[src/rtl/serial_frame_rx_if.sv]
// Serial receive link: one-bit line in, parallel word and status pulses out.
// The master drives the line and observes results; the receiver is the slave.
interface serial_frame_rx_if #(
   parameter int DATA_W = 8
);
   logic              in;
   logic [DATA_W-1:0] data_out;
   logic              valid;
   logic              frame_err;
   logic              busy;

   modport master (output in, input data_out, valid, frame_err, busy);
   modport slave  (input in, output data_out, valid, frame_err, busy);
endinterface

[src/rtl/serial_frame_rx.sv]
// Frames an idle-low serial line (start=1, stop=0), deserialises DATA_W bits
// LSB-first with optional even parity, and pulses valid or frame_err per frame.
module serial_frame_rx #(
   parameter int DATA_W    = 8,
   parameter bit PARITY_EN = 1'b0
) (
   input  logic               clk,
   input  logic               rst_n,
   serial_frame_rx_if.slave   bus
);
   localparam int CW = $clog2(DATA_W + 1);
   localparam logic [CW-1:0] LAST = CW'(DATA_W - 1);

   localparam logic [1:0] IDLE = 2'd0;
   localparam logic [1:0] DATA = 2'd1;
   localparam logic [1:0] PAR  = 2'd2;
   localparam logic [1:0] STOP = 2'd3;

   logic [1:0]        state;
   logic [DATA_W-1:0] shreg;
   logic [CW-1:0]     bit_cnt;
   logic              par_ok;

   assign bus.busy = (state != IDLE);

   always_ff @(posedge clk) begin
      if (!rst_n) begin
         state         <= IDLE;
         shreg         <= '0;
         bit_cnt       <= '0;
         par_ok        <= 1'b1;
         bus.data_out  <= '0;
         bus.valid     <= 1'b0;
         bus.frame_err <= 1'b0;
      end else begin
         bus.valid     <= 1'b0;
         bus.frame_err <= 1'b0;
         case (state)
            IDLE: begin
               if (bus.in) begin
                  state   <= DATA;
                  bit_cnt <= '0;
                  // stays 1 when there is no parity stage to clear it
                  par_ok  <= 1'b1;
               end
            end
            DATA: begin
               shreg   <= {bus.in, shreg[DATA_W-1:1]};
               bit_cnt <= bit_cnt + CW'(1);
               if (bit_cnt == LAST)
                  state <= PARITY_EN ? PAR : STOP;
            end
            PAR: begin
               par_ok <= ~((^shreg) ^ bus.in);
               state  <= STOP;
            end
            default: begin
               // a high stop bit is an error, never a new start
               if (!bus.in && par_ok) begin
                  bus.data_out <= shreg;
                  bus.valid    <= 1'b1;
               end else begin
                  bus.frame_err <= 1'b1;
               end
               state <= IDLE;
            end
         endcase
      end
   end
endmodule

[src/flat_wrapper.sv]
// flat-port wrapper written by rule: the top's interface ports become plain ports
module serial_frame_rx_flat 
#(
   parameter int DATA_W    = 8,
   parameter bit PARITY_EN = 1'b0
)
  (clk, rst_n, bus_in, bus_data_out, bus_valid, bus_frame_err, bus_busy);
  serial_frame_rx_if #(.DATA_W(DATA_W)) bus_i ();
  input  logic clk;
  input  logic rst_n;
  input wire logic [$bits(bus_i.in)-1:0] bus_in;
  output wire logic [$bits(bus_i.data_out)-1:0] bus_data_out;
  output wire logic [$bits(bus_i.valid)-1:0] bus_valid;
  output wire logic [$bits(bus_i.frame_err)-1:0] bus_frame_err;
  output wire logic [$bits(bus_i.busy)-1:0] bus_busy;
  assign bus_i.in = bus_in;
  assign bus_data_out = bus_i.data_out;
  assign bus_valid = bus_i.valid;
  assign bus_frame_err = bus_i.frame_err;
  assign bus_busy = bus_i.busy;
  serial_frame_rx #(.DATA_W(DATA_W), .PARITY_EN(PARITY_EN)) u_core (.clk(clk), .rst_n(rst_n), .bus(bus_i));
endmodule
[config.mk]
export PLATFORM = sky130hd
export DESIGN_NAME = serial_frame_rx_flat
export DESIGN_NICKNAME = d
export VERILOG_FILES = /design/src/rtl/serial_frame_rx_if.sv /design/src/rtl/serial_frame_rx.sv /design/src/flat_wrapper.sv
export SDC_FILE = /design/constraint.sdc
export NUM_CORES = 1
export LEC_CHECK = 0
export ABC_AREA = 1
export CORE_AREA = 5 5 58 60
export DETAILED_ROUTE_END_ITERATION = 7
export DIE_AREA = 0 0 63 65
export PLACE_DENSITY = 0.73
export SETUP_SLACK_MARGIN = 0.02
export SYNTH_ARGS = -nofsm -noshare
export SYNTH_HDL_FRONTEND = slang
export SYNTH_SLANG_ARGS = --single-unit
[constraint.sdc]
create_clock -name clk -period 2.6 [get_ports clk]
set_input_delay 0.78 -clock clk [delete_from_list [all_inputs] [get_ports clk]]
set_output_delay 0.78 -clock clk [all_outputs]
set_load 0.02 [all_outputs]
Word-level counts from Yosys, hierarchy flattened
Index checks and enable logic that the tools add are counted.
{"block": "word_totals", "reg_bits": 25, "in_bits": 3, "out_inout_bits": 11, "wordCells": 39}
{"block": "op_classes", "n_addsub": 1, "eq_ne": 5, "muxes": 9, "n_bitwise": 4, "reduce_logical": 13}
{"cell": "$pmux 4 s2", "count": 1}
{"cell": "$reduce_and 2->1", "count": 4}
{"cell": "$reduce_xor 8->1", "count": 1}
{"cell": "$pmux 2 s3", "count": 1}
{"cell": "$reduce_bool 2->1", "count": 3}
{"cell": "$add 4x1->4 const B", "count": 1}
{"cell": "$eq 4x3->1 const B", "count": 1}
{"cell": "$mux 2", "count": 2}
{"cell": "$mux 4", "count": 1}
{"cell": "$reduce_or 4->1", "count": 1}
{"cell": "$mux 1", "count": 3}
{"cell": "$not 1->1", "count": 3}
{"cell": "$reduce_or 3->1", "count": 1}
{"cell": "$eq 2x1->1 const B", "count": 1}
{"cell": "$eq 2x2->1 const B", "count": 1}
{"cell": "$logic_not 2->1", "count": 1}
{"cell": "$ne 2x1->1 const B", "count": 1}
{"cell": "$ne 2x2->1 const B", "count": 1}
{"cell": "$pmux 1 s2", "count": 1}
{"cell": "$logic_and 1x1->1", "count": 1}
{"cell": "$logic_not 1->1", "count": 1}
{"cell": "$xor 1x1->1", "count": 1}

Logic depth before layout (Yosys ltp)
Gate-level depths: netlist of the first run.
{"block": "depth", "ltp_word": 4, "mapped_depth": 10, "ltp_nobuf": 10}

Worst setup path before layout of the first run
Ideal clock, no wire load.
{"block": "synth_timing", "path_kind": "register -> output", "startpoint": "register u_core.state[0]", "endpoint": "output port bus_busy", "arrival_time_ps": 841, "t_required_ps": 1820, "slack_ps": 979, "stages_incl_launch_ff": 4, "path_buffers": 0, "cell_sequence": "dfxtp_1 inv_1 ha_1 inv_1"}
{"block": "synth_via", "elab_chain_len": 1}
{"element": "start, declared", "line_no": "serial_frame_rx.sv:19", "rtl": "logic [1:0] state;"}
{"element": "start signal, assigned", "line_no": "serial_frame_rx.sv:51", "rtl": "state <= PARITY_EN ? PAR : STOP;"}
{"element": "$reduce_bool 2->1", "line_no": "serial_frame_rx.sv:24", "rtl": "assign bus.busy = (state != IDLE);"}
{"element": "end, declared", "line_no": "flat_wrapper.sv:15", "rtl": "output wire logic [$bits(bus_i.busy)-1:0] bus_busy;"}
No other way between the ends.

Final worst setup path of the first run
{"block": "layout_timing", "startpoint": "register u_core.state[1]", "endpoint": "output port bus_busy"}
The elaborated chain is that of the path after synthesis.

==> metrics.csv, run 1 <==
stage,metric,value,unit
flow_run,max_cap_viol_count,0,
sta,setup_viol,0,
status,status,"finished, final reports clean",
min_path,min_path_type,reg -> reg,
clock_tree,htreeDepth,1,
sta,rsz0062_at_grt,no,
detailed_routing,drtPass1Iterations,5,
worst_setup_path,endpoint_kind,output port,
clock_tree,tritoncts,done,
floorplan,die_h,65,um
worst_setup_path,critPathArrivalTime,1.52,ns
placed_design,finalWeightedCongestion,0.816,
worst_setup_path,r2r-end,u_core.bit_cnt[2],
floorplan,die_x,63,um
synthesis,synth_top_area_share,42.5,%
final_layout,nets,177,
synthesis,netlist_area,1180,um^2
sta,hold_viol,0,
final_layout,area_growth,14.5,%
detailed_routing,routedWlPerCell,10.3,um
worst_setup_path,cp_max_fo,4,
min_path,holdPathStages,2,
grt,gr-total-overflow,0,
worst_setup_path,cpMaxStageDelayCell,dfxtp_1,
synthesis,synth_warnings,0,
grt,first_global_vias,919,
synthesis,yosys-top-cells-area,"dfxtp_1, a21oi_1, inv_1, nand2_1, o21ai_0",
power_and_ir_drop,ir_drop,0.598,mV
synthesis,ys_seq_elements,25,
detailed_routing,vias,955,
final_layout,fillers,277,
detailed_routing,wirelength,2.06,mm
worst_setup_path,r2r_cells,7,
final_layout,drive_gt1_share,8.93,%
sta,min_period_over_period,88.4,%
synthesis,synth_edf_count,0,
clock_tree,cts.sinks,25,
worst_setup_path,r2r-start,u_core.state[1],
detailed_routing,vias_per_cell,4.75,
sta,setup_ws,0.302,ns
clock_tree,cts_root_buffer,clkbuf_4,
grt,grt_pass1_wl,3.79,mm
clock_tree,clock_path_buffers,2,
worst_setup_path,cp_slowest_stage_delay,0.41,ns
min_path,hold_path_startpoint,u_core.bus.data_out[0],
clock_tree,ctsHoldBuffers,0,
final_layout,antennaDiodeCount,0,
sta,fin_setup_tns,0,ns
detailed_routing,drt_first_iter_violations,14,
sta,timing.fmax,435,MHz
worst_setup_path,cp.required,1.82,ns
floorplan,row_count,20,
worst_setup_path,worstPathCellList,"inv_1, ha_1, inv_1, dlygate4sd2_1",
synthesis,synthDistinctLibCells,23,
detailed_routing,ant_nets,0,
synthesis,synthArstFlopShare,0,%
worst_setup_path,cp-start-kind,flip-flop,
sta,slew_headroom,56.3,%
grt,grtUsageTotal,11.2,%
synthesis,syn_area_per_cell,7.60,um^2
sta,clock_skew,0.00686,ns
floorplan,boundaryPins,14,
sta,tightest_slew,0.656,ns
sta,fin_crit,2.30,ns
grt,grt_max_degree,19,
floorplan,initial_core_util,40.9,%
clock_tree,numCtsBuffers,3,
grt,antenna_found_initial,0,
floorplan,fp.coreArea,2880,um^2
final_layout,final_core_util,46.8,%
synthesis,yosysTopAreaCell,dfxtp_1,
final_layout,final_area,1350,um^2
power_and_ir_drop,p_leak,0.573,nW
placed_design,dp_hpwl,1.59,mm
worst_setup_path,cpMostUsedCell,inv_1,
worst_setup_path,critPathKind,reg -> out,
synthesis,synthTopCellsByCount,"dfxtp_1, inv_1, nand2_1, a21oi_1, o21ai_0",
synthesis,synth_fp_nets,163,
min_path,hold_end,u_core.bus.data_out[0],
placed_design,place_area,1320,um^2
synthesis,synth-main-ff-cell,dfxtp_1,
placed_design,io_buffers,13,
clock_tree,clk_pin_slew,0.14,ns
synthesis,syn_inst,155,
worst_setup_path,r2r_slack,0.79,ns
sta,maxSlewViolCount,0,
floorplan,fp.dieArea,4100,um^2
synthesis,yosysMostFrequentCell,dfxtp_1,
power_and_ir_drop,power.density,989,nW/um^2
placed_design,dp_slack,0.392,ns
synthesis,ys_seq_area_share,42.5,%
clock_tree,clk_latency,0.32,ns
detailed_routing,drc,0,
==> area by class of cell <==
class / count / area, um^2 / share of cell area, %
well taps: 33 / 41.3 / 3.06
flip-flops and latches: 25 / 500 / 37.1
inverters: 28 / 105 / 7.80
clock inverters: 1 / 7.51 / 0.557
clock buffers: 3 / 22.5 / 1.67
repair buffers: 14 / 136 / 10.1
multi-input cells: 97 / 534 / 39.6
==> flip-flops by register name, summed over array words and instances (netlist names) <==
register              flops
u_core.bus.data_out       8
u_core.shreg              8
u_core.bit_cnt            4
u_core.state              2
u_core.bus.frame_err      1
u_core.bus.valid          1
u_core.par_ok             1
==> worst max-delay path: cells and delay by family, from the launching register on <==
family                     cells  cell delay, ns
adders and majority gates      1            0.22
buffers and inverters          3            0.57
DFF                            1            0.41
==> power breakdown <==
part	switching (mW)	internal (mW)	leakage, nW
Sequential	0.0875	0.478	0.204
Combinational	0.366	0.227	0.355
Clock	0.117	0.0587	0.0139
Total	0.570	0.763	0.573
==> routing by layer <==
metal | part of all wire [%] | track usage [%] | vias to the layer above
met5 | 0 | 0 | -
met4 | 1.6 | 4.51 | 0
met3 | 3.7 | 2.60 | 5
met2 | 47 | 18.7 | 15
met1 | 48 | 13.7 | 407
li1 | - | - | 528
==> metrics by stage <==
| stage | hold WS (ns) | cells | power, mW |
|---|---|---|---|
| after global placement | 0.431 | 197 | 1.15 |
| after CTS | 0.455 | 201 | 1.35 |
| after detailed placement | 0.435 | 197 | 1.18 |
| after global routing | 0.465 | 201 | 1.47 |
| after floorplan | 0.446 | 155 | 1.03 |
| final | 0.451 | 201 | 1.33 |
==> cell families (layout without fill, tap and decap cells) <==
group                    Yosys count  count (layout)  synth area share (%)
AO/OA/AOI/OAI                     47              47                  22.1
AND/OR/NAND/NOR                   43              43                  16.5
buffers and inverters             33              46                  12.1
flip-flops                        25              25                  42.5
adder cells (fa/ha/maj)            5               5                  5.31
XOR/XNOR                           2               2                  1.49
==> cells in the final DEF, fill, tap and decap left out, drive strengths merged <==
cell / synthesis / routed
clkdlybuf4s50: 0 / 12
dfxtp: 25 / 25
xnor2: 1 / 1
nor2: 6 / 6
ha: 5 / 5
inv: 28 / 28
dlygate4sd2: 0 / 1
a211oi: 2 / 2
a21oi: 23 / 23
nor3b: 1 / 1
and3: 1 / 1
o21ai: 22 / 22
clkinvlp: 0 / 1
nand3: 10 / 10
clkbuf: 0 / 3
nand2: 24 / 24
nor3: 1 / 1
buf: 5 / 1
xor2: 1 / 1
==> how the worst max path moves through the flow <==
| stage | from | end | slack, ns | cells after the start |
|---|---|---|---|---|
| floorplan | u_core.state[0] | bus_busy | 0.98 | 3 |
| global placement | u_core.state[0] | bus_busy | 0.43 | 4 |
| detailed placement | u_core.state[1] | bus_busy | 0.39 | 4 |
| CTS | u_core.state[1] | bus_busy | 0.28 | 4 |
| global route | u_core.state[0] | bus_busy | 0.18 | 4 |
| finish | u_core.state[1] | bus_busy | 0.30 | 4 |
==> what timing repair did <==
action / 4_1_cts / 5_1_grt
buffers inserted: 0 / 0
gates resized for setup: 1 / 0
endpoints found under the setup margin: 1 / 0
(Power assumes the default switching activity.)
==> run 2, diff against run 1 <==
--- a/config.mk
+++ b/config.mk
@@ -10,7 +10,7 @@
 export DETAILED_ROUTE_END_ITERATION = 7
 export DIE_AREA = 0 0 63 65
 export PLACE_DENSITY = 0.73
-export SETUP_SLACK_MARGIN = 0.02
+export SETUP_SLACK_MARGIN = 0.3
 export SYNTH_ARGS = -nofsm -noshare
 export SYNTH_HDL_FRONTEND = slang
 export SYNTH_SLANG_ARGS = --single-unit
==> run 2 against run 1 <==
Compared with the run above: routed wire length about the same; cell count unchanged; clock skew about the same; die area unchanged; global-route usage unchanged; final area decreased by 0.28%; clock power about the same; critical endpoint unchanged; largest cell class unchanged; largest power group unchanged; highest routed layer unchanged.
==> metrics.csv, run 2 (synthesis gave the netlist of run 1 again) <==
stage,metric,value,unit,change
final_layout,final_common_cell,dfxtp_1,,
clock_tree,clk_pin_slew,0.14,ns,about the same
sta,clock_skew,0.00680,ns,-0.0000580 ns
min_path,hold_path_startpoint,u_core.bus.data_out[0],,
grt,antenna_found_initial,0,,unchanged
clock_tree,cts.sinks,25,,unchanged
status,status,"finished, final reports clean",,
worst_setup_path,r2r_slack,0.79,ns,about the same
power_and_ir_drop,p_leak,0.572,nW,-0.21%
sta,slew_headroom,56.2,%,-0.11 points
placed_design,io_buffers,13,,unchanged
placed_design,dp_slack,0.392,ns,unchanged
worst_setup_path,r2r-start,u_core.state[1],,
power_and_ir_drop,power.density,990,nW/um^2,about the same
sta,setup_ws,0.463,ns,+0.161 ns
floorplan,boundaryPins,14,,unchanged
grt,gr-total-overflow,0,,unchanged
clock_tree,numCtsBuffers,3,,unchanged
worst_setup_path,cp_max_fo,4,,unchanged
floorplan,fp.coreArea,2880,um^2,unchanged
flow_run,max_cap_viol_count,0,,unchanged
power_and_ir_drop,power.total,1.33,mW,-0.20%
clock_tree,clock_path_buffers,2,,unchanged
sta,maxSlewViolCount,0,,unchanged
sta,tightest_slew,0.658,ns,+0.00172 ns
final_layout,antennaDiodeCount,0,,unchanged
detailed_routing,routedWlPerCell,10.3,um,about the same
clock_tree,clk_latency,0.32,ns,about the same
final_layout,nets,177,,unchanged
min_path,hold_end,u_core.bus.data_out[0],,
worst_setup_path,critPathKind,reg -> out,,
final_layout,area_growth,14.1,%,
min_path,min_path_type,reg -> reg,,
sta,hold_viol,0,,unchanged
detailed_routing,wirelength,2.06,mm,about the same
detailed_routing,vias_per_cell,4.75,,unchanged
placed_design,placed_cells,197,,unchanged
floorplan,die_x,63,um,unchanged
detailed_routing,vias,955,,unchanged
grt,grtUsageTotal,11.2,%,unchanged
placed_design,dp_hpwl,1.59,mm,unchanged
floorplan,row_count,20,,unchanged
worst_setup_path,cp.required,1.82,ns,about the same
final_layout,top_regs,"u_core.bus.data_out x8, u_core.shreg x8, u_core.bit_cnt x4",,
final_layout,final_cells,201,,unchanged
sta,min_period_over_period,82.2,%,-6.2 points
placed_design,finalWeightedCongestion,0.816,,unchanged
clock_tree,cts_root_buffer,clkbuf_4,,
sta,setup_viol,0,,unchanged
worst_setup_path,endpoint_kind,output port,,
final_layout,drive_gt1_share,9.52,%,+0.60 points
clock_tree,postCtsSetupRepairBufs,0,,unchanged
final_layout,fillers,277,,unchanged
floorplan,fp.dieArea,4100,um^2,unchanged
floorplan,initial_core_util,40.9,%,unchanged
worst_setup_path,critPathArrivalTime,1.36,ns,-0.16 ns
sta,timing.fmax,468,MHz,+7.5%
clock_tree,htreeDepth,1,,unchanged
sta,fin_crit,2.14,ns,-0.161 ns
worst_setup_path,r2r_cells,7,,unchanged
power_and_ir_drop,ir_drop,0.581,mV,-2.8%
min_path,holdPathStages,2,,unchanged
detailed_routing,ant_nets,0,,unchanged
worst_setup_path,r2r-end,u_core.bit_cnt[2],,
detailed_routing,drt_first_iter_violations,14,,unchanged
clock_tree,tritoncts,done,,
floorplan,die_h,65,um,unchanged
sta,rsz0062_at_grt,no,,
detailed_routing,drc,0,,unchanged
final_layout,final_cell_mix,"dfxtp_1, inv_1, nand2_1",,
grt,grt_max_degree,19,,unchanged
detailed_routing,drtPass1Iterations,5,,unchanged
worst_setup_path,cp-start-kind,flip-flop,,
grt,grt_pass1_wl,3.79,mm,unchanged
sta,fin_setup_tns,0,ns,unchanged
final_layout,multi_input_area,534,um^2,unchanged
grt,first_global_vias,919,,unchanged
final_layout,seq_area,500,um^2,unchanged
[run 2: changes by cell type in the layout (fill, tap and decap cells not counted)]
cell / previous run / this run
clkbuf_2: 0 / 1
dlygate4sd2_1: 1 / 0
[run 2: critical path, cell delays in order (launching register included)]
cell	delay [ns]
dfxtp_1	0.41
inv_1	0.09
ha_1	0.22
inv_1	0.13
clkbuf_2	0.19
[run 2: worst max path at each step]
stage / start / end / slack (ns) / depth (start not counted)
3_3_place_gp: u_core.state[0] / bus_busy / 0.43 / 4
2_1_floorplan: u_core.state[0] / bus_busy / 0.98 / 3
4_1_cts: u_core.state[1] / bus_busy / 0.31 / 4
5_1_grt: u_core.state[0] / bus_busy / 0.34 / 4
6_report: u_core.state[1] / bus_busy / 0.46 / 4
3_5_place_dp: u_core.state[1] / bus_busy / 0.39 / 4
[run 2: metrics by stage]
stage	hold slack [ns]	cell area, um^2	util, %
global route	0.465	1340	46.7
global placement	0.431	1320	45.8
finish	0.451	1340	46.7
floorplan	0.446	1180	-
detailed placement	0.435	1320	45.8
CTS	0.455	1350	46.9
[run 2: repair_timing]
item / 4_1_cts / 5_1_grt
endpoints found under the setup margin: 1 / 1
hold buffers: 0 / 0
pin swaps: 0 / 0
hold endpoints to repair: 0 / 0
gates resized for setup: 2 / 1
[run 2: layer usage]
| layer | part of all wire (%) | GRT usage (%) |
|---|---|---|
| met1 | 48 | 13.7 |
| met2 | 47 | 18.7 |
| met3 | 3.7 | 2.60 |
| met4 | 1.6 | 4.51 |
| met5 | 0 | 0 |
[run 2: area by class of cell]
class,instances,area share (%)
Multi-Input combinational cell,97,39.8
Timing Repair Buffer,14,9.87
Tap cell,33,3.07
Clock inverter,1,0.559
Clock buffer,3,1.68
Inverter,28,7.82
Sequential cell,25,37.2
[run 2: report_power, final]
part	internal (mW)	switching, mW	total (mW)
combinational	0.224	0.366	0.590
clock	0.0587	0.116	0.175
sequential	0.478	0.0875	0.566
total	0.761	0.570	1.33
==> run 3, diff against run 2 <==
==> constraint.sdc (replaced) <==
create_clock -name clk -period 2 [get_ports clk]
set_input_delay 0.6 -clock clk [delete_from_list [all_inputs] [get_ports clk]]
set_output_delay 0.6 -clock clk [all_outputs]
set_load 0.02 [all_outputs]
==> run 3 against run 2 <==
Compared with the run above: cell count increased by 4.0%; clock-buffer cell count unchanged; non-clock buffer count is 8 higher; sequential share of layout area is 1.6 points lower; critical path type unchanged; largest power group unchanged.
==> metrics.csv, run 3 (synthesis gave the netlist of run 1 again) <==
stage,metric,value,unit,change
status,status,"finished, final reports clean",,
grt,first_global_vias,982,,+6.9%
final_layout,nets,185,,+4.5%
clock_tree,cts_root_buffer,clkbuf_4,,
clock_tree,tritoncts,done,,
min_path,min_path_type,reg -> reg,,
floorplan,fp.dieArea,4100,um^2,unchanged
power_and_ir_drop,power_frac_comb,48.3,%,+4.0 points
placed_design,place_area,1360,um^2,+2.8%
power_and_ir_drop,switching_share,42.0,%,-0.85 points
sta,clock_skew,0.0111,ns,+0.00432 ns
grt,antenna_found_initial,0,,unchanged
clock_tree,clock_path_buffers,2,,unchanged
detailed_routing,ant_nets,0,,unchanged
power_and_ir_drop,power.share.clock,12.0,%,-1.2 points
sta,maxSlewViolCount,0,,unchanged
worst_setup_path,endpoint_kind,output port,,
final_layout,final_cell_mix,"nand2_1, dfxtp_1, a21oi_1",,
placed_design,dp_slack,0.0568,ns,-0.335 ns
sta,setup_ws,0.347,ns,-0.116 ns
detailed_routing,vias_per_cell,4.97,,+4.6%
sta,timing.fmax,605,MHz,
sta,tightest_slew,0.273,ns,-0.385 ns
clock_tree,cts.sinks,25,,unchanged
floorplan,initial_core_util,40.9,%,unchanged
final_layout,area_growth,20.4,%,
grt,grt_max_degree,18,,-1
power_and_ir_drop,p_int,1.09,mW,+43%
sta,slew_headroom,81.8,%,+26 points
final_layout,drive_gt1_share,17.0,%,+7.5 points
clock_tree,clk_pin_slew,0.13,ns,about the same
sta,hold_viol,0,,unchanged
detailed_routing,wirelength,2.17,mm,+5.0%
placed_design,io_buffers,13,,unchanged
sta,rsz0062_at_grt,yes,,
placed_design,placed_cells,202,,+2.5%
final_layout,final_common_cell,nand2_1,,
worst_setup_path,critPathArrivalTime,1.05,ns,-0.31 ns
grt,grtUsageTotal,11.4,%,+0.22 points
final_layout,final_area,1420,um^2,+5.5%
placed_design,dp_hpwl,1.66,mm,+4.6%
grt,use_met3,2.08,%,-0.52 points
final_layout,top_regs,"u_core.bus.data_out x8, u_core.shreg x8, u_core.bit_cnt x4",,
power_and_ir_drop,power.total,1.87,mW,+41%
placed_design,finalWeightedCongestion,0.797,,-2.3%
power_and_ir_drop,p_leak,0.659,nW,+15%
sta,setup_viol,0,,unchanged
power_and_ir_drop,seqPwrFrac,39.7,%,-2.8 points
floorplan,die_x,63,um,unchanged
clock_tree,htreeDepth,1,,unchanged
grt,busiest_layer,met2,,
grt,grt_use_met2,19.5,%,+0.77 points
detailed_routing,drtPass1Iterations,4,,-1
detailed_routing,vias,1039,,+8.8%
detailed_routing,drt_first_iter_violations,42,,+28
sta,fin_crit,1.65,ns,
sta,min_period_over_period,82.7,%,
detailed_routing,routedWlPerCell,10.4,um,+0.98%
power_and_ir_drop,p_switching,785,uW,+38%
grt,grt_pass1_wl,3.93,mm,+3.8%
final_layout,final_cells,209,,+4.0%
grt,gr-total-overflow,0,,unchanged
clock_tree,clk_latency,0.31,ns,about the same
detailed_routing,drc,0,,unchanged
floorplan,fp.coreArea,2880,um^2,unchanged
final_layout,antennaDiodeCount,0,,unchanged
clock_tree,numCtsBuffers,3,,unchanged
floorplan,die_h,65,um,unchanged
flow_run,max_cap_viol_count,0,,unchanged
floorplan,row_count,20,,unchanged
worst_setup_path,cp-start-kind,flip-flop,,
power_and_ir_drop,ir_drop,0.997,mV,+72%
sta,fin_setup_tns,0,ns,unchanged
worst_setup_path,cp.required,1.40,ns,-0.42 ns
grt,grt_use_met1,14.0,%,+0.32 points
worst_setup_path,cp_max_fo,4,,unchanged
floorplan,boundaryPins,14,,unchanged
worst_setup_path,critPathKind,reg -> out,,
power_and_ir_drop,power.density,1320,nW/um^2,+33%
-- run 3: changes by cell type in the layout (fill, tap and decap cells not counted), sizes merged --
cell / delta
buf: +9
clkdlybuf4s50: -10
dlygate4sd2: +10
clkbuf: -1
-- run 3: worst paths after layout --
| path | startpoint | end | slack, ns | cells past startpoint |
|---|---|---|---|---|
| max | u_core.state[1] | bus_busy | 0.35 | 4 |
| min reg2reg | u_core.bus.data_out[2] | u_core.bus.data_out[2] | 0.45 | 2 |
| min | u_core.bus.data_out[2] | u_core.bus.data_out[2] | 0.45 | 2 |
| max reg2reg | u_core.state[1] | u_core.state[1] | 0.47 | 7 |
-- run 3: layout make-up --
type	count	area (um^2)
Fill cell	285	1460
Multi-Input combinational cell	97	547
Sequential cell	25	505
Timing Repair Buffer	22	186
Inverter	28	108
Tap cell	33	41.3
Clock buffer	3	22.5
Clock inverter	1	7.51
-- run 3: layer usage --
metal | vias up | wire (um)
li1 | 546 | -
met1 | 465 | 974
met2 | 23 | 1090
met3 | 5 | 76
met4 | 0 | 27
met5 | - | 0
-- run 3: through the flow --
step	utilization [%]	hold slack, ns
2_1_floorplan	-	0.446
3_3_place_gp	47.1	0.430
3_5_place_dp	47.1	0.435
4_1_cts	47.6	0.452
5_1_grt	49.3	0.471
6_report	49.3	0.448
-- run 3: critical path, cell delays in order (launching register included) --
cell and delay [ns]:
dfxtp_4 0.39, inv_4 0.04, ha_4 0.15, inv_2 0.05, buf_6 0.11
-- run 3: power by group through the flow --
| stage | clock network (mW) | logic, mW | registers (mW) |
|---|---|---|---|
| floorplan | 0 | 0.580 | 0.760 |
| global placement | 0 | 0.802 | 0.733 |
| detailed placement | 0 | 0.840 | 0.744 |
| CTS | 0.238 | 0.812 | 0.732 |
| global route | 0.259 | 1.03 | 0.769 |
| finish | 0.225 | 0.904 | 0.742 |
-- run 3: timing repair --
action                                 4_1_cts  5_1_grt
pin swaps                                    0        1
setup buffers                                0        3
hold buffers                                 0        0
gates resized for setup                     15       10
setup endpoints to repair                   11        1
endpoints found under the hold margin        0        0
